**src/rtl/dpi_bus_pkg.sv**
```systemverilog
// dpi_bus_pkg
//   Shared definitions for the DPI write-stager slice.
//   - DEFAULT_AW / DEFAULT_DW : default address and data widths
//   - WR_DONE_MAX             : ceiling of the completed-write counter
//   - stager_state_e          : write-stager FSM states (IDLE, REQ, GAP)
//   - sat_inc16()             : saturating 16-bit increment
package dpi_bus_pkg;

    localparam int          DEFAULT_AW  = 32;
    localparam int          DEFAULT_DW  = 32;
    localparam logic [15:0] WR_DONE_MAX = 16'hFFFF;

    typedef enum logic [1:0] {
        IDLE = 2'd0,
        REQ  = 2'd1,
        GAP  = 2'd2
    } stager_state_e;

    function automatic logic [15:0] sat_inc16(input logic [15:0] value);
        return (value == WR_DONE_MAX) ? value : value + 16'd1;
    endfunction

endpackage

```
**src/rtl/dpi_wr_fifo.sv**
```systemverilog
// dpi_wr_fifo
//   Write-queue storage for the stager: DEPTH entries of W bits.
//   Ports:
//     clk, rst       clock, asynchronous active-high reset
//     push, wdata    enqueue request and entry (ignored when full)
//     pop            dequeue request (ignored when empty)
//     rdata          head entry (valid while not empty)
//     full, empty    occupancy flags
//     level          registered occupancy, 0..DEPTH
//   DEPTH must be a power of two so the pointers wrap naturally.
module dpi_wr_fifo #(
    parameter int DEPTH = 4,
    parameter int W     = 64
) (
    input  logic                   clk,
    input  logic                   rst,
    input  logic                   push,
    input  logic [W-1:0]           wdata,
    input  logic                   pop,
    output logic [W-1:0]           rdata,
    output logic                   full,
    output logic                   empty,
    output logic [$clog2(DEPTH):0] level
);

    localparam int PTR_W = $clog2(DEPTH);
    localparam int LVL_W = PTR_W + 1;

    logic [W-1:0]     mem [DEPTH];
    logic [PTR_W-1:0] wr_ptr;
    logic [PTR_W-1:0] rd_ptr;
    logic [LVL_W-1:0] count;
    logic             do_push;
    logic             do_pop;

    assign full    = (count == LVL_W'(DEPTH));
    assign empty   = (count == '0);
    assign do_push = push && !full;
    assign do_pop  = pop && !empty;
    assign rdata   = mem[rd_ptr];
    assign level   = count;

    always_ff @(posedge clk or posedge rst) begin
        if (rst) begin
            wr_ptr <= '0;
            rd_ptr <= '0;
            count  <= '0;
        end else begin
            if (do_push) begin
                wr_ptr <= wr_ptr + PTR_W'(1);
            end
            if (do_pop) begin
                rd_ptr <= rd_ptr + PTR_W'(1);
            end
            // simultaneous push and pop leaves the occupancy unchanged
            case ({do_push, do_pop})
                2'b10:   count <= count + LVL_W'(1);
                2'b01:   count <= count - LVL_W'(1);
                default: count <= count;
            endcase
        end
    end

    // Storage carries no reset; contents are only observed through valid entries.
    always_ff @(posedge clk) begin
        if (do_push) begin
            mem[wr_ptr] <= wdata;
        end
    end

endmodule

```
**src/rtl/dpi_wr_stager.sv**
```systemverilog
// dpi_wr_stager
//   Queues upstream writes and presents them one at a time to the downstream
//   bus with a req/ack handshake, leaving one idle cycle between writes.
//   Ports:
//     clk, rst                    clock, asynchronous active-high reset
//     in_valid/in_ready           upstream write handshake
//     in_addr, in_data            upstream write payload
//     out_req/out_ack             downstream write handshake
//     out_addr, out_data          presented write (meaningful while out_req=1)
//     level                       entries currently queued
//     wr_done                     saturating count of completed writes
//
//   state | meaning
//   ------+-------------------------------------------------------------
//   IDLE  | queue empty, nothing presented
//   REQ   | head write presented (out_req=1), waiting for out_ack
//   GAP   | one-cycle spacer after a completed write, out_req=0
module dpi_wr_stager
    import dpi_bus_pkg::*;
#(
    parameter int DEPTH = 4,
    parameter int AW    = DEFAULT_AW,
    parameter int DW    = DEFAULT_DW
) (
    input  logic                   clk,
    input  logic                   rst,
    input  logic                   in_valid,
    output logic                   in_ready,
    input  logic [AW-1:0]          in_addr,
    input  logic [DW-1:0]          in_data,
    output logic                   out_req,
    input  logic                   out_ack,
    output logic [AW-1:0]          out_addr,
    output logic [DW-1:0]          out_data,
    output logic [$clog2(DEPTH):0] level,
    output logic [15:0]            wr_done
);

    stager_state_e     state;
    logic [AW+DW-1:0]  head;
    logic              full;
    logic              empty;
    logic              push;
    logic              pop;

    // in_ready follows the registered occupancy only; a pop in the same
    // cycle does not open a slot for a full queue.
    assign in_ready = !full;
    assign push     = in_valid && in_ready;
    // out_req is high exactly while in REQ, so an ack in IDLE/GAP is ignored.
    assign pop      = out_req && out_ack;

    assign {out_addr, out_data} = head;

    dpi_wr_fifo #(
        .DEPTH (DEPTH),
        .W     (AW + DW)
    ) u_fifo (
        .clk   (clk),
        .rst   (rst),
        .push  (push),
        .wdata ({in_addr, in_data}),
        .pop   (pop),
        .rdata (head),
        .full  (full),
        .empty (empty),
        .level (level)
    );

    always_ff @(posedge clk or posedge rst) begin
        if (rst) begin
            state   <= IDLE;
            out_req <= 1'b0;
            wr_done <= '0;
        end else begin
            case (state)
                IDLE: begin
                    if (!empty) begin
                        state   <= REQ;
                        out_req <= 1'b1;
                    end
                end
                REQ: begin
                    if (out_ack) begin
                        state   <= GAP;
                        out_req <= 1'b0;
                        wr_done <= sat_inc16(wr_done);
                    end
                end
                GAP: begin
                    if (!empty) begin
                        state   <= REQ;
                        out_req <= 1'b1;
                    end else begin
                        state   <= IDLE;
                        out_req <= 1'b0;
                    end
                end
                default: begin
                    state   <= IDLE;
                    out_req <= 1'b0;
                end
            endcase
        end
    end

endmodule

```
**config.mk**
```make
export PLATFORM = sky130hd
export DESIGN_NAME = dpi_wr_stager
export DESIGN_NICKNAME = d
export VERILOG_FILES = /design/src/rtl/dpi_bus_pkg.sv /design/src/rtl/dpi_wr_fifo.sv /design/src/rtl/dpi_wr_stager.sv
export SDC_FILE = /design/constraint.sdc
export NUM_CORES = 1
export LEC_CHECK = 0
export ABC_AREA = 1
export CAP_MARGIN = 20
export CORE_MARGIN = 2
export CORE_UTILIZATION = 35
export DETAILED_ROUTE_END_ITERATION = 7
export PLACE_DENSITY_LB_ADDON = 0.05
export SLEW_MARGIN = 20
export SYNTH_ARGS = -nofsm -noshare
export SYNTH_HDL_FRONTEND = slang
export SYNTH_SLANG_ARGS = --single-unit
export TNS_END_PERCENT = 30
```
**constraint.sdc**
```tcl
create_clock -name clk -period 7.5 [get_ports clk]
set_clock_uncertainty 0.15 [all_clocks]
set_input_delay 1.125 -clock clk [delete_from_list [all_inputs] [get_ports clk]]
set_output_delay 1.125 -clock clk [all_outputs]
set_load 0.01 [all_outputs]
```
==> impl_results.md, run 1 <==
- Critical path peak fanout: 80
- Number of routed nets with antenna violations: 0
- Cts bufs inserted: 31
- CP Capture Type: output pin
- CP startpoint kind: register
- Sink Count: 282
- Warnings from Yosys: 0
- Height of the die: 181 um
- Root buf cell: clkbuf_16
- Critical R2R Launch: u_fifo.level[1]$_DFFE_PP0P_
- Worst slew margin: 0.330
- First-pass GRT wire length: 39.5 mm
- Crit Path Class: register to output pin
- IO Port Bufs: 152
- CTS tree: built
- Initial antenna violation count: 2
- Layout area overhead: 26.5%
- Post-Route WL: 25.0 mm
- Drt first-iter violations: 413
- R2r setup slk: 4.43 ns
- Setup TNS: 0 ns
- Sequential area share after synthesis: 0.763
- Vias in the first global route: 6801
- Leakage: 0.00469 uW
- Hold depth: 1
- Maximum number of pins on one net before global-route repair: 81
- Final worst path period need: 4.85 ns
- Post-CTS Resized: 0
- Status: finished clean
- Drt pass-1 iters: 4
- Final Setup Violations: 0
- Register bit total from synthesis: 282
- Postcts setup bufs: 0
- Syn avg cell area: 13.2 um2
- Max frequency: 206 MHz
- Die area: 32700 um2
- Cells after Synth: 827
- Std-Cell Rows: 64
- DRC Markers: 0
- Vias after detailed routing: 6782
- Slew Limit Fails: 0
- Post-DR wirelength/cell: 17.8 um
- RSZ-0062 raised after global routing: false
- Final cell count without fillers: 1400
- Clock Path Buffers: 3
- Synthesized area: 10900 um2
- Routability-driven placement congestion ratio: 0.770
- Die width: 181 um
- Data arrival, critical path: 3.57 ns
- Gr usage total: 0.153
- Final Util: 0.451
- Share of layout cells above drive strength 1: 0.0658
- Final HPWL from detailed placement: 14.1 mm
- Worst Hold Path EP: u_fifo.level[0]$_DFFE_PP0P_
- Commonest cells after routing, fill and taps aside: edfxtp_1, clkdlybuf4s50_1, nor2_1
- Clk Latency, worst-skew pair: 0.55 ns
- Worst Reg-to-Reg Cells: 5
- Max-cap violation count: 0
- Final period utilization: 0.646
- Top Ports: 153
- Fin nets: 1055
- R2r endpoint: u_fifo.mem[0][17]$_DFFE_PP_
- Placed Cells: 1343
- Cts hold-fix bufs: 0
- Most common cell after layout, fill and taps aside: edfxtp_1
- H-tree depth: 1
- Yosys cell types: 26
- Worst min-delay path category: register to register
- Area of the core: 30700 um2
- Power per cell area: 398 nW/um2
- Drt via density: 4.84
- Syn nets: 902
- WP data required: 6.22 ns
- Final hold vios: 0
- GRT overflow: 0
- Max VDD drop: 0.200 mV
- Worst-Margin Slew: 1.00 ns
- Initial core utilization: 0.356
- Min-delay src: u_fifo.level[0]$_DFFE_PP0P_
- Clock Pin Slew Worst Setup and Hold Paths: 0.06 ns
==> registers in the layout, summed over array words and instances, names as in the netlist <==
register	flops
state	2
u_fifo.mem	256
wr_done	16
out_req	1
u_fifo.level	3
u_fifo.wr_ptr	2
u_fifo.rd_ptr	2
==> report_power, final <==
group,switching [uW],leakage [uW],internal [uW]
Combinational,1100,0.00155,807
Clock,590,0.000461,824
Sequential,131,0.00268,2060
Total,1820,0.00469,3690
==> Yosys cell counts <==
cell      instances  share of area
buf_6             2         0.0021
nand2_2           2         0.0011
xnor2_1           1        0.00080
o22ai_1          64          0.037
fa_1              1         0.0018
nor2_2            2         0.0011
a21oi_1           2        0.00092
buf_2            14         0.0064
nand2_1          70          0.024
o21ai_0         133          0.061
nand3b_1         10         0.0069
nand3_2           1        0.00092
nor2_4            1         0.0010
dfrtp_1          26          0.060
nor2_1          153          0.053
nand3_1          19         0.0087
clkinv_1          1        0.00034
nand4_1           1        0.00057
o211ai_1          1        0.00069
nor3_1            1        0.00046
xor2_1            4         0.0032
ha_1              6         0.0069
clkbuf_1         27         0.0093
edfxtp_1        256           0.70
inv_1            26         0.0089
inv_2             3         0.0010
==> cells by family after synthesis <==
kind of cell,share of synthesized area
DFF,0.763
AOI/OAI and AO/OA,0.0991
xor gates and xnor gates,0.00401
adders and majority gates,0.00870
and+or+nand+nor,0.0974
buffers and inverters,0.0280
==> worst max-delay path by stage <==
stage,cells past startpoint,slack [ns],start,end
after floorplan,2,2.88,in_valid,u_fifo.mem[0][0]$_DFFE_PP_
after global placement,5,3.21,u_fifo.rd_ptr[0]$_DFFE_PP0P_,out_addr[15]
after detailed placement,5,3.16,u_fifo.rd_ptr[0]$_DFFE_PP0P_,out_addr[15]
after CTS,5,2.56,u_fifo.rd_ptr[0]$_DFFE_PP0P_,out_addr[15]
after global routing,5,2.30,u_fifo.rd_ptr[0]$_DFFE_PP0P_,out_addr[15]
final,5,2.65,u_fifo.rd_ptr[0]$_DFFE_PP0P_,out_addr[15]
==> routing by layer <==
layer	part of all wire	routed length, um	track usage
met1	0.48	11900	0.216
met4	0.018	441	0.0352
met3	0.045	1130	0.0308
met5	0.00052	13	0
met2	0.46	11500	0.246
==> metrics by stage <==
stage / hold slack, ns / total power (uW) / cell area, um2 / worst slack (ns)
floorplan: 0.355 / 3190 / 10900 / 2.88
global placement: 0.337 / 4170 / 12900 / 3.21
detailed placement: 0.333 / 4180 / 12900 / 3.16
CTS: 0.347 / 5610 / 13800 / 2.56
global route: 0.364 / 5860 / 13800 / 2.30
finish: 0.338 / 5510 / 13800 / 2.65
==> worst max-delay path: stages, from the launching register on <==
cell and delay, ns:
dfrtp_4 0.73, inv_4 0.69, buf_4 0.55, o21ai_0 0.15
o22ai_1 0.25, clkdlybuf4s50_1 0.59
==> area by class of cell <==
cell class	instances	area, um2
antenna	1	2.50
clock buffer	40	810
clock inverter	16	129
fill	2794	16800
inverter	30	115
multi-input combinational	472	2320
sequential	282	8340
tap	396	495
timing repair buffer	163	1620
Note: power is estimated with default switching activity, not from simulation.
==> run 2, diff against run 1 <==
==> constraint.sdc (replaced) <==
create_clock -name clk -period 4.3 [get_ports clk]
set_clock_uncertainty 0.15 [all_clocks]
set_input_delay 0.645 -clock clk [delete_from_list [all_inputs] [get_ports clk]]
set_output_delay 0.645 -clock clk [all_outputs]
set_load 0.01 [all_outputs]
==> run 2 against run 1 <==
Against the previous run:
- combinational power increased by 81%
- first-iteration DRC count decreased by 17%
- core utilization increased by 0.60 points
- sequential power increased by 70%
- cell count increased by 0.14%
- sequential share of layout area decreased by 0.79 points
- sequential cell count unchanged
- critical path depth unchanged
- critical path type unchanged
==> impl_results.md, run 2 (same netlist as run 1, synthesis figures left out) <==
- Status: finished clean
- Number of routed nets with antenna violations: 0
- Biggest register: u_fifo.mem
- Root buf cell: clkbuf_16
- DRC Markers: 0
- Die width: 181 um
- Height of the die: 181 um
- Worst Reg-to-Reg Cells: 9
- Maximum number of pins on one net before global-route repair: 130
- Most common cell after layout, fill and taps aside: edfxtp_1
- Cts hold-fix bufs: 0
- Initial core utilization: 0.356
- Final hold vios: 0
- Final HPWL from detailed placement: 13.6 mm
- Area of the core: 30700 um2
- Final period utilization: 0.833
- Cts bufs inserted: 31
- WP data required: 3.50 ns
- Crit Path Class: register to output pin
- Fin nets: 1058
- Critical path peak fanout: 63
- Postcts setup bufs: 0
- H-tree depth: 1
- Layout area overhead: 28.2%
- First-pass GRT wire length: 38.2 mm
- Sw Pwr: 3190 uW
- Final worst path period need: 3.58 ns
- Cell area after placement: 12900 um2
- Drt first-iter violations: 342
- Max frequency: 279 MHz
- Max reg flops: 256
- Combinational fraction of design power: 0.347
- Routability-driven placement congestion ratio: 0.742
- Data arrival, critical path: 2.79 ns
- Worst-Margin Slew: 0.789 ns
- # diodes: 0
- RSZ-0062 raised after global routing: false
- Sink Count: 282
- Vias after detailed routing: 6830
- Slew Limit Fails: 0
- Top Ports: 153
- Worst min-delay path category: primary input to asynchronous set/reset pin
- Share of layout cells above drive strength 1: 0.0746
- Commonest cells after routing, fill and taps aside: edfxtp_1, clkdlybuf4s50_1, nor2_1
- Clock Pin Slew Worst Setup and Hold Paths: 0.06 ns
- Drt pass-1 iters: 4
- GRT overflow: 0
- Setup TNS: 0 ns
- Gr usage total: 0.149
- Cell internal pwr: 6760 uW
- Worst slew margin: 0.474
- CP startpoint kind: register
- Power per cell area: 710 nW/um2
- Max-cap violation count: 0
- Final Setup Violations: 0
- Leakage: 0.00477 uW
- CP Capture Type: output pin
- Vias in the first global route: 6772
- Design area: 14000 um2
- Drt via density: 4.87
- CTS tree: built
- Switch share: 0.320
- IO Port Bufs: 152
- Die area: 32700 um2
- Final Util: 0.457
- Clock Path Buffers: 3
- Post-Route WL: 24.6 mm
- Std-Cell Rows: 64
- Seq pwr share: 0.375
- Clk Latency, worst-skew pair: 0.54 ns
- Max VDD drop: 0.384 mV
- Post-DR wirelength/cell: 17.6 um
- Post-CTS Resized: 0
- Initial antenna violation count: 1
- Clock power share: 0.277
[run 2: cell types whose count changed in the layout (fill, tap and decap cells not counted)]
cell / delta
clkinv_1: +1
buf_4: +1
diode_2: -1
inv_6: -1
clkinv_2: -2
bufinv_16: +5
clkinvlp_4: +4
buf_12: +2
clkbuf_1: -7
[run 2: per-layer routing]
layer	wire [um]	share of wire	global-route usage	vias up
li1	-	-	-	3325
met1	11300	0.46	0.202	3308
met2	11400	0.46	0.242	155
met3	1350	0.055	0.0318	40
met4	554	0.022	0.0419	2
met5	16	0.00065	0	-
[run 2: through the flow]
stage / hold WS [ns] / instances / worst slack [ns] / power [uW]
after global placement: 0.347 / 1346 / 1.23 / 7340
after detailed placement: 0.344 / 1346 / 1.21 / 7340
after CTS: 0.302 / 1402 / 0.628 / 10100
final: 0.312 / 1402 / 0.717 / 9950
after global routing: 0.354 / 1402 / 0.486 / 10600
after floorplan: 0.355 / 827 / 0.111 / 5560
[run 2: layout make-up]
class                           instances  area, um2
Clock inverter                         23        294
Tap cell                              396        495
Inverter                               30        115
Clock buffer                           33        783
Timing Repair Buffer                  166       1660
Sequential cell                       282       8340
Multi-Input combinational cell        472       2320
Fill cell                            2781      16700
[run 2: worst max-delay path, cell delays in order (launching register included)]
cell and delay (ns):
dfrtp_4 0.50, inv_4 0.47, buf_4 0.39, o21ai_0 0.11, o22ai_1 0.17, clkdlybuf4s50_1 0.57
[run 2: final timing paths]
path	from	end	slack [ns]
max in group asynchronous	rst	u_fifo.rd_ptr[0]$_DFFE_PP0P_	3.39
setup / recovery	u_fifo.rd_ptr[0]$_DFFE_PP0P_	out_data[0]	0.72
hold / removal	rst	wr_done[0]$_DFFE_PP0P_	0.31
setup reg to reg	u_fifo.level[0]$_DFFE_PP0P_	u_fifo.level[2]$_DFFE_PP0P_	1.78
min in group clk	u_fifo.level[0]$_DFFE_PP0P_	u_fifo.level[0]$_DFFE_PP0P_	0.36
hold reg to reg	u_fifo.level[0]$_DFFE_PP0P_	u_fifo.level[0]$_DFFE_PP0P_	0.36
[run 2: power groups by stage]
stage                     Sequential, uW  Combinational (uW)  Clock (uW)
after global placement              3790                3550           0
final                               3730                3460        2760
after floorplan                     3820                1750           0
after global routing                3780                3820        2950
after detailed placement            3790                3550           0
after CTS                           3740                3560        2840
==> run 3, diff against run 2 <==
==> constraint.sdc (replaced) <==
create_clock -name clk -period 3.4 [get_ports clk]
set_clock_uncertainty 0.15 [all_clocks]
set_input_delay 0.51 -clock clk [delete_from_list [all_inputs] [get_ports clk]]
set_output_delay 0.51 -clock clk [all_outputs]
set_load 0.01 [all_outputs]
==> run 3 against run 2 <==
Against the previous run:
- sequential cell count stayed put
- die area unchanged
- routed wire length rose by 1.9%
- sequential power is 28% higher
- highest routed layer unchanged
- hold slack got worse by 0.062 ns
- combinational power rose by 28%
- via count up 0.63%
- first-iteration DRC count grew 21%
==> impl_results.md, run 3 (same netlist as run 1, synthesis figures left out) <==
- Status: finished clean
- Final Setup Violations: 0
- Number of routed nets with antenna violations: 0
- Max VDD drop: 0.523 mV
- Top Ports: 153
- Drt pass-1 iters: 4
- Final worst path period need: 3.20 ns
- # fillers: 2774
- Maximum number of pins on one net before global-route repair: 130
- DRC Markers: 0
- Clock Path Buffers: 3
- Final hold vios: 0
- Min Hold Slack: 0.250 ns
- RSZ-0062 raised after global routing: false
- Commonest cells after routing, fill and taps aside: edfxtp_1, clkdlybuf4s50_1, nor2_1
- Biggest register: u_fifo.mem
- Share of layout cells above drive strength 1: 0.0697
- Root buf cell: clkbuf_16
- Std-Cell Rows: 64
- Routability-driven placement congestion ratio: 0.715
- Die area: 32700 um2
- CP startpoint kind: register
- H-tree depth: 1
- Max reg flops: 256
- Post-DR wirelength/cell: 17.9 um
- Final HPWL from detailed placement: 14.0 mm
- Clk Latency, worst-skew pair: 0.54 ns
- Clock Pin Slew Worst Setup and Hold Paths: 0.06 ns
- First-pass GRT wire length: 39.5 mm
- CP Capture Type: output pin
- Crit Path Class: register to output pin
- Worst slew margin: 0.496
- Critical path peak fanout: 26
- Area of the core: 30700 um2
- Pre-CTS setup slack: 0.681 ns
- Sink Count: 282
- Drt first-iter violations: 413
- Vias after detailed routing: 6873
- Storage element area: 8350 um2
- Fin nets: 1061
- Gr usage total: 0.153
- Slew Limit Fails: 0
- Leakage: 0.00474 uW
- Post-Route WL: 25.1 mm
- Met3 WL: 1.05 mm
- Drt via density: 4.91
- Most common cell after layout, fill and taps aside: edfxtp_1
- CTS tree: built
- Vias in the first global route: 6991
- Data arrival, critical path: 2.54 ns
- Cts hold-fix bufs: 0
- # diodes: 0
- Initial antenna violation count: 1
- Final period utilization: 0.941
- Max frequency: 313 MHz
- Multi-input logic area: 2320 um2
- Max-cap violation count: 0
- Metal2 WL: 11.8 mm
- Power per cell area: 878 nW/um2
- WP data required: 2.74 ns
- Post-Route M1 WL: 11.8 mm
- Cts bufs inserted: 30
- Final WS setup: 0.202 ns
- Initial core utilization: 0.356
- Height of the die: 181 um
- Die width: 181 um
- Layout area overhead: 27.6%
- GRT overflow: 0
- IO Port Bufs: 152
- Worst min-delay path category: primary input to asynchronous set/reset pin
- Worst-Margin Slew: 0.756 ns
- Top layer in use: met5
-- run 3: metrics by stage --
| stage | power (uW) | TNS (ns) | utilization | area (um2) | std cells |
|---|---|---|---|---|---|
| floorplan | 7040 | -201.94 | - | 10900 | 827 |
| global placement | 9390 | 0 | 0.425 | 13000 | 1350 |
| detailed placement | 9400 | 0 | 0.425 | 13000 | 1350 |
| CTS | 12500 | 0 | 0.455 | 13900 | 1400 |
| global route | 13000 | 0 | 0.455 | 14000 | 1400 |
| finish | 12200 | 0 | 0.455 | 14000 | 1400 |
-- run 3: cell type report --
class,count,share of cell area
clock buffers,38,0.0575
clock inverters,12,0.00762
inverters,30,0.00825
multi-input cells,472,0.166
flip-flops and latches,282,0.598
well taps,396,0.0355
repair buffers,170,0.127
-- run 3: repair_timing --
item                       4_1_cts  5_1_grt
setup endpoints to repair        0        3
hold endpoints to repair         0        0
gates resized for setup          0        1
setup buffers                    0        0
-- run 3: report_power, final --
group	total, uW	switching, uW	internal [uW]
registers	4780	243	4540
logic	4430	2510	1920
clock network	3030	1240	1790
total	12200	3990	8250
-- run 3: metal layers --
| metal | vias to the layer above | track usage |
|---|---|---|
| met5 | - | 0 |
| met4 | 2 | 0.0377 |
| met3 | 38 | 0.0266 |
| met2 | 130 | 0.249 |
| met1 | 3375 | 0.213 |
| li1 | 3328 | - |
-- run 3: final timing paths --
path,startpoint,to,slack [ns],depth (start not counted)
worst min-delay path,rst,u_fifo.level[2]$_DFFE_PP0P_,0.25,2
worst min register to register,u_fifo.level[0]$_DFFE_PP0P_,u_fifo.level[0]$_DFFE_PP0P_,0.34,1
worst max register to register,u_fifo.level[1]$_DFFE_PP0P_,u_fifo.level[2]$_DFFE_PP0P_,1.07,9
worst max-delay path,u_fifo.rd_ptr[1]$_DFFE_PP0P_,out_addr[14],0.20,5
max in group asynchronous,rst,state[0]$_DFFE_PP0P_,2.22,3
min in group clk,u_fifo.level[0]$_DFFE_PP0P_,u_fifo.level[0]$_DFFE_PP0P_,0.34,1
-- run 3: critical path, stage by stage, from the launching register on --
cell	delay [ns]
dfrtp_4	0.63
inv_2	0.14
buf_4	0.27
o21ai_0	0.13
o22ai_1	0.23
clkdlybuf4s50_1	0.60
==> RTL change 1, RTL diff (flow settings as in run 2) <==
`DEPTH` is set to 4 in 2 places; all go to 2.
--- a/src/rtl/dpi_wr_fifo.sv
+++ b/src/rtl/dpi_wr_fifo.sv
@@ -9,7 +9,7 @@
 //     level          registered occupancy, 0..DEPTH
 //   DEPTH must be a power of two so the pointers wrap naturally.
 module dpi_wr_fifo #(
-    parameter int DEPTH = 4,
+    parameter int DEPTH = 2,
     parameter int W     = 64
 ) (
     input  logic                   clk,
--- a/src/rtl/dpi_wr_stager.sv
+++ b/src/rtl/dpi_wr_stager.sv
@@ -18,7 +18,7 @@
 module dpi_wr_stager
     import dpi_bus_pkg::*;
 #(
-    parameter int DEPTH = 4,
+    parameter int DEPTH = 2,
     parameter int AW    = DEFAULT_AW,
     parameter int DW    = DEFAULT_DW
 ) (
Interface: changed (resized level); port bits go from 153 to 152. No check against the original RTL was run, so the function may have changed too.
==> RTL change 1 against run 2 <==
Cell area decreased by 40%; first-iteration DRC count down 63%; wire length fell by 50%; total power is 46% lower; sequential cell count is 131 lower; cell count fell by 44%; register-to-register slack gained 380 ps; combinational power fell by 50%; via count is 48% lower; clock power decreased by 46%; sequential share of layout area down 6.6 points; area after synthesis down 45%; worst setup slack gained 350 ps; largest power group unchanged.
==> RTL change 1: results (changes against run 2) <==
{
  "post_drt_via_cell_ratio": {"value": 4.55, "change": "was 4.87"},
  "synth_sequential_area_ratio": {"value": 0.741, "change": "was 0.763"},
  "synth_enable_flop_cells": {"value": 128, "change": "was 256"},
  "antenna_found_initial": {"value": 0, "change": "was 1"},
  "area_after_detailed_placement": {"value": 0.00776, "unit": "mm^2", "change": "was 0.0129 mm^2"},
  "regToRegEndpoint": {"value": "u_fifo.mem[0][49]$_DFFE_PP_", "change": "was u_fifo.level[2]$_DFFE_PP0P_"},
  "vdd_ir_drop_max": {"value": 0.289, "unit": "mV", "change": "was 0.384 mV"},
  "place.port_buffers": {"value": 151, "change": "was 152"},
  "netSwitchingPower": {"value": 1.46, "unit": "mW", "change": "was 3.19 mW"},
  "cts_buffers": {"value": 17, "change": "was 31"},
  "first_global_vias": {"value": 3749, "change": "was 6772"},
  "synthesis.nets": {"value": 458, "change": "was 902"},
  "result_of_the_run": {"value": "finished, final reports clean", "change": "unchanged"},
  "synth.distinct_cells": {"value": 23, "change": "was 26"},
  "number_of_fill_cells_in_the_layout": {"value": 1428, "change": "was 2781"},
  "synth.area.top_cells": {"value": "sky130_fd_sc_hd__edfxtp_1 (64%), sky130_fd_sc_hd__mux2_2 (12%), sky130_fd_sc_hd__dfrtp_1 (9.7%), sky130_fd_sc_hd__nand2_1 (4.3%), sky130_fd_sc_hd__inv_1 (1.5%)", "change": "was sky130_fd_sc_hd__edfxtp_1 (70%), sky130_fd_sc_hd__o21ai_0 (6.1%), sky130_fd_sc_hd__dfrtp_1 (6.0%), sky130_fd_sc_hd__nor2_1 (5.3%), sky130_fd_sc_hd__o22ai_1 (3.7%)"},
  "power.combinational.total": {"value": 1.72, "unit": "mW", "change": "was 3.46 mW"},
  "grt_pass1_wl": {"value": 19400, "unit": "um", "change": "was 38200 um"},
  "finalNetCount": {"value": 622, "change": "was 1058"},
  "relative_slew_slack": {"value": 0.389, "change": "was 0.474"},
  "ff2ff_setup_slack": {"value": 2160, "unit": "ps", "change": "was 1780 ps"},
  "hold_ws": {"value": 398, "unit": "ps", "change": "was 312 ps"},
  "layout.cells.non_filler": {"value": 783, "change": "was 1402"},
  "critPathMaxFanout": {"value": 39, "change": "was 63"},
  "reg2reg_depth": {"value": 5, "change": "was 9"},
  "drt-initial-drc-count": {"value": 128, "change": "was 342"},
  "worstPathArrival": {"value": 2440, "unit": "ps", "change": "was 2790 ps"}
}
-- RTL change 1: cell types whose count changed in the layout (fill, tap and decap cells not counted), sizes merged, moves of 6 or more --
| cell | run 2 | this run |
|---|---|---|
| clkbuf | 33 | 20 |
| xnor2 | 1 | 7 |
| edfxtp | 256 | 128 |
| nor2 | 156 | 25 |
| clkinv | 12 | 6 |
| nand3 | 20 | 11 |
| inv | 30 | 24 |
| o22ai | 64 | 0 |
| mux2 | 0 | 64 |
| nand3b | 10 | 1 |
| o21ai | 133 | 11 |
| buf | 14 | 3 |
-- RTL change 1: area by class of cell --
cell class              instances  area (um^2)  area share
flip-flops and latches        151         4420       0.529
inverters                      24         90.1      0.0108
clock inverters                10          155      0.0186
clock buffers                  20          437      0.0523
well taps                     220          275      0.0330
multi-input cells             204         1420       0.169
repair buffers                154         1560       0.187
-- RTL change 1: kinds of logic after synthesis --
kind of cell,count (synthesis),synth area share
multiplexers,64,0.121
XOR/XNOR,10,0.0147
buffers and inverters,33,0.0241
adder cells (fa/ha/maj),2,0.00420
AND/OR/NAND/NOR,114,0.0810
flip-flops,151,0.741
AO/OA/AOI/OAI,14,0.0141
-- RTL change 1: worst reg2reg max path, delay by kind of cell, from the launching register on --
| family | cells | cell delay (ps) |
|---|---|---|
| AND/OR/NAND/NOR | 3 | 370 |
| buffers and inverters | 2 | 770 |
| flip-flops | 1 | 410 |
-- RTL change 1: metal layers --
| metal | part of all wire | vias to the layer above |
|---|---|---|
| li1 | - | 1714 |
| met1 | 0.44 | 1726 |
| met2 | 0.48 | 106 |
| met3 | 0.056 | 17 |
| met4 | 0.018 | 0 |
| met5 | 0 | - |
==> RTL change 2, RTL diff (flow settings as in run 2) <==
Made on the original files. Encoding of `stager_state_e`: now one-hot (3 bits for 3 states).
--- a/src/rtl/dpi_bus_pkg.sv
+++ b/src/rtl/dpi_bus_pkg.sv
@@ -10,10 +10,10 @@
     localparam int          DEFAULT_DW  = 32;
     localparam logic [15:0] WR_DONE_MAX = 16'hFFFF;
 
-    typedef enum logic [1:0] {
-        IDLE = 2'd0,
-        REQ  = 2'd1,
-        GAP  = 2'd2
+    typedef enum logic [2:0] {
+        IDLE = 3'b001,
+        REQ  = 3'b010,
+        GAP  = 3'b100
     } stager_state_e;
 
     function automatic logic [15:0] sat_inc16(input logic [15:0] value);
Function: no difference found for any inputs over 4 cycles, from zero or initial values and one cycle with rst high; so few cycles prove little.
==> RTL change 2 against run 2 <==
Total power decreased by 0.78%; worst setup slack improved by 6.5 ps; highest routed layer unchanged; largest power group unchanged; wire length increased by 3.3%; count of clock-buffer cells in the layout increased by 8; area after synthesis increased by 1.1%; critical endpoint is now out_data[30]; sequential cell count increased by 1; cell area increased by 0.62%; combinational power increased by 1%.
==> RTL change 2: results (changes against run 2) <==
{
  "asr_flop_ratio_synth": {"value": 0.0954, "change": "was 0.0922"},
  "wl_met2": {"value": 12000, "unit": "um", "change": "was 11400 um"},
  "wl_met3": {"value": 1160, "unit": "um", "change": "was 1350 um"},
  "hold_ws": {"value": 299, "unit": "ps", "change": "was 312 ps"},
  "post_drt_via_cell_ratio": {"value": 4.88, "change": "was 4.87"},
  "clkLatencyLatePin": {"value": 570, "unit": "ps", "change": "was 540 ps"},
  "relative_slew_slack": {"value": 0.438, "change": "was 0.474"},
  "netSwitchingFraction": {"value": 0.329, "change": "was 0.320"},
  "total_wire_length_after_detailed_routing": {"value": 25400, "unit": "um", "change": "was 24600 um"},
  "grt_pass1_wl": {"value": 39500, "unit": "um", "change": "was 38200 um"},
  "first_global_vias": {"value": 6841, "change": "was 6772"},
  "place.detailed.hpwl": {"value": 14200, "unit": "um", "change": "was 13600 um"},
  "xor_xnor_share_of_the_synthesized_area": {"value": 0.00555, "change": "was 0.00401"},
  "global_routing_usage_summed_across_all_routing_layers": {"value": 0.153, "change": "was 0.149"},
  "gp_congestion": {"value": 0.692, "change": "was 0.742"},
  "ff2ff_setup_slack": {"value": 1820, "unit": "ps", "change": "was 1780 ps"},
  "synth_top_cells_by_count": {"value": "sky130_fd_sc_hd__edfxtp_1 (256), sky130_fd_sc_hd__nor2_1 (150), sky130_fd_sc_hd__o21ai_0 (87), sky130_fd_sc_hd__nand2_1 (73), sky130_fd_sc_hd__o22ai_1 (64)", "change": "was sky130_fd_sc_hd__edfxtp_1 (256), sky130_fd_sc_hd__nor2_1 (153), sky130_fd_sc_hd__o21ai_0 (133), sky130_fd_sc_hd__nand2_1 (70), sky130_fd_sc_hd__o22ai_1 (64)"},
  "slowest_delay": {"value": 590, "unit": "ps", "change": "was 570 ps"},
  "synth.distinct_cells": {"value": 27, "change": "was 26"},
  "worstPathArrival": {"value": 2780, "unit": "ps", "change": "was 2790 ps"},
  "drt-initial-drc-count": {"value": 311, "change": "was 342"},
  "synthesis.instances": {"value": 845, "change": "was 827"},
  "synthesis.nets": {"value": 920, "change": "was 902"},
  "result_of_the_run": {"value": "finished, final reports clean", "change": "unchanged"},
  "synth.area.top_cells": {"value": "sky130_fd_sc_hd__edfxtp_1 (70%), sky130_fd_sc_hd__dfrtp_1 (5.9%), sky130_fd_sc_hd__nor2_1 (5.1%), sky130_fd_sc_hd__o21ai_0 (3.9%), sky130_fd_sc_hd__o22ai_1 (3.6%)", "change": "was sky130_fd_sc_hd__edfxtp_1 (70%), sky130_fd_sc_hd__o21ai_0 (6.1%), sky130_fd_sc_hd__dfrtp_1 (6.0%), sky130_fd_sc_hd__nor2_1 (5.3%), sky130_fd_sc_hd__o22ai_1 (3.7%)"},
  "share_of_the_synthesized_area_in_compound_gates_ao_oa_aoi_oai": {"value": 0.0978, "change": "was 0.0991"},
  "area_after_detailed_placement": {"value": 0.0131, "unit": "mm^2", "change": "was 0.0129 mm^2"}
}
[RTL change 2: cells by family (layout without fill, tap and decap cells)]
group           after synthesis  after routing
compound gates              200            200
xor+xnor                      7              7
fa+ha+maj                     7              7
buf+inv                      80            263
flops                       283            283
other cells                   0              1
simple gates                268            268
[RTL change 2: cell type report]
cell class / count / area [um^2]
diodes: 1 / 2.50
clock buffers: 41 / 813
clock inverters: 16 / 188
fillers: 2827 / 17200
inverters: 36 / 138
multi-input cells: 482 / 2380
flip-flops and latches: 283 / 8370
well taps: 402 / 503
repair buffers: 170 / 1710
[RTL change 2: per-layer routing]
| metal | global-route usage | vias to the layer above |
|---|---|---|
| met5 | 0 | - |
| met1 | 0.206 | 3404 |
| met2 | 0.251 | 140 |
| met4 | 0.0452 | 2 |
| met3 | 0.0305 | 44 |
| li1 | - | 3391 |
[RTL change 2: worst max path at each step]
stage                                       startpoint                         end  slack [ps]  depth (start not counted)
after CTS                 u_fifo.rd_ptr[1]$_DFFE_PP0P_                out_data[24]         640                          6
after global placement    u_fifo.rd_ptr[1]$_DFFE_PP0P_                out_data[26]        1290                          6
final                     u_fifo.rd_ptr[1]$_DFFE_PP0P_                out_data[30]         720                          6
after global routing      u_fifo.rd_ptr[1]$_DFFE_PP0P_                out_data[27]         550                          6
after floorplan            u_fifo.level[0]$_DFFE_PP0P_  u_fifo.mem[0][0]$_DFFE_PP_         110                          4
after detailed placement  u_fifo.rd_ptr[1]$_DFFE_PP0P_                out_data[24]        1260                          6
[RTL change 2: power by group through the flow]
stage	combinational, mW	clock (mW)	sequential (mW)
2_1_floorplan	1.80	0	3.83
5_1_grt	3.89	2.81	3.79
3_3_place_gp	3.62	0	3.80
4_1_cts	3.62	2.70	3.75
6_report	3.51	2.63	3.74
3_5_place_dp	3.61	0	3.80
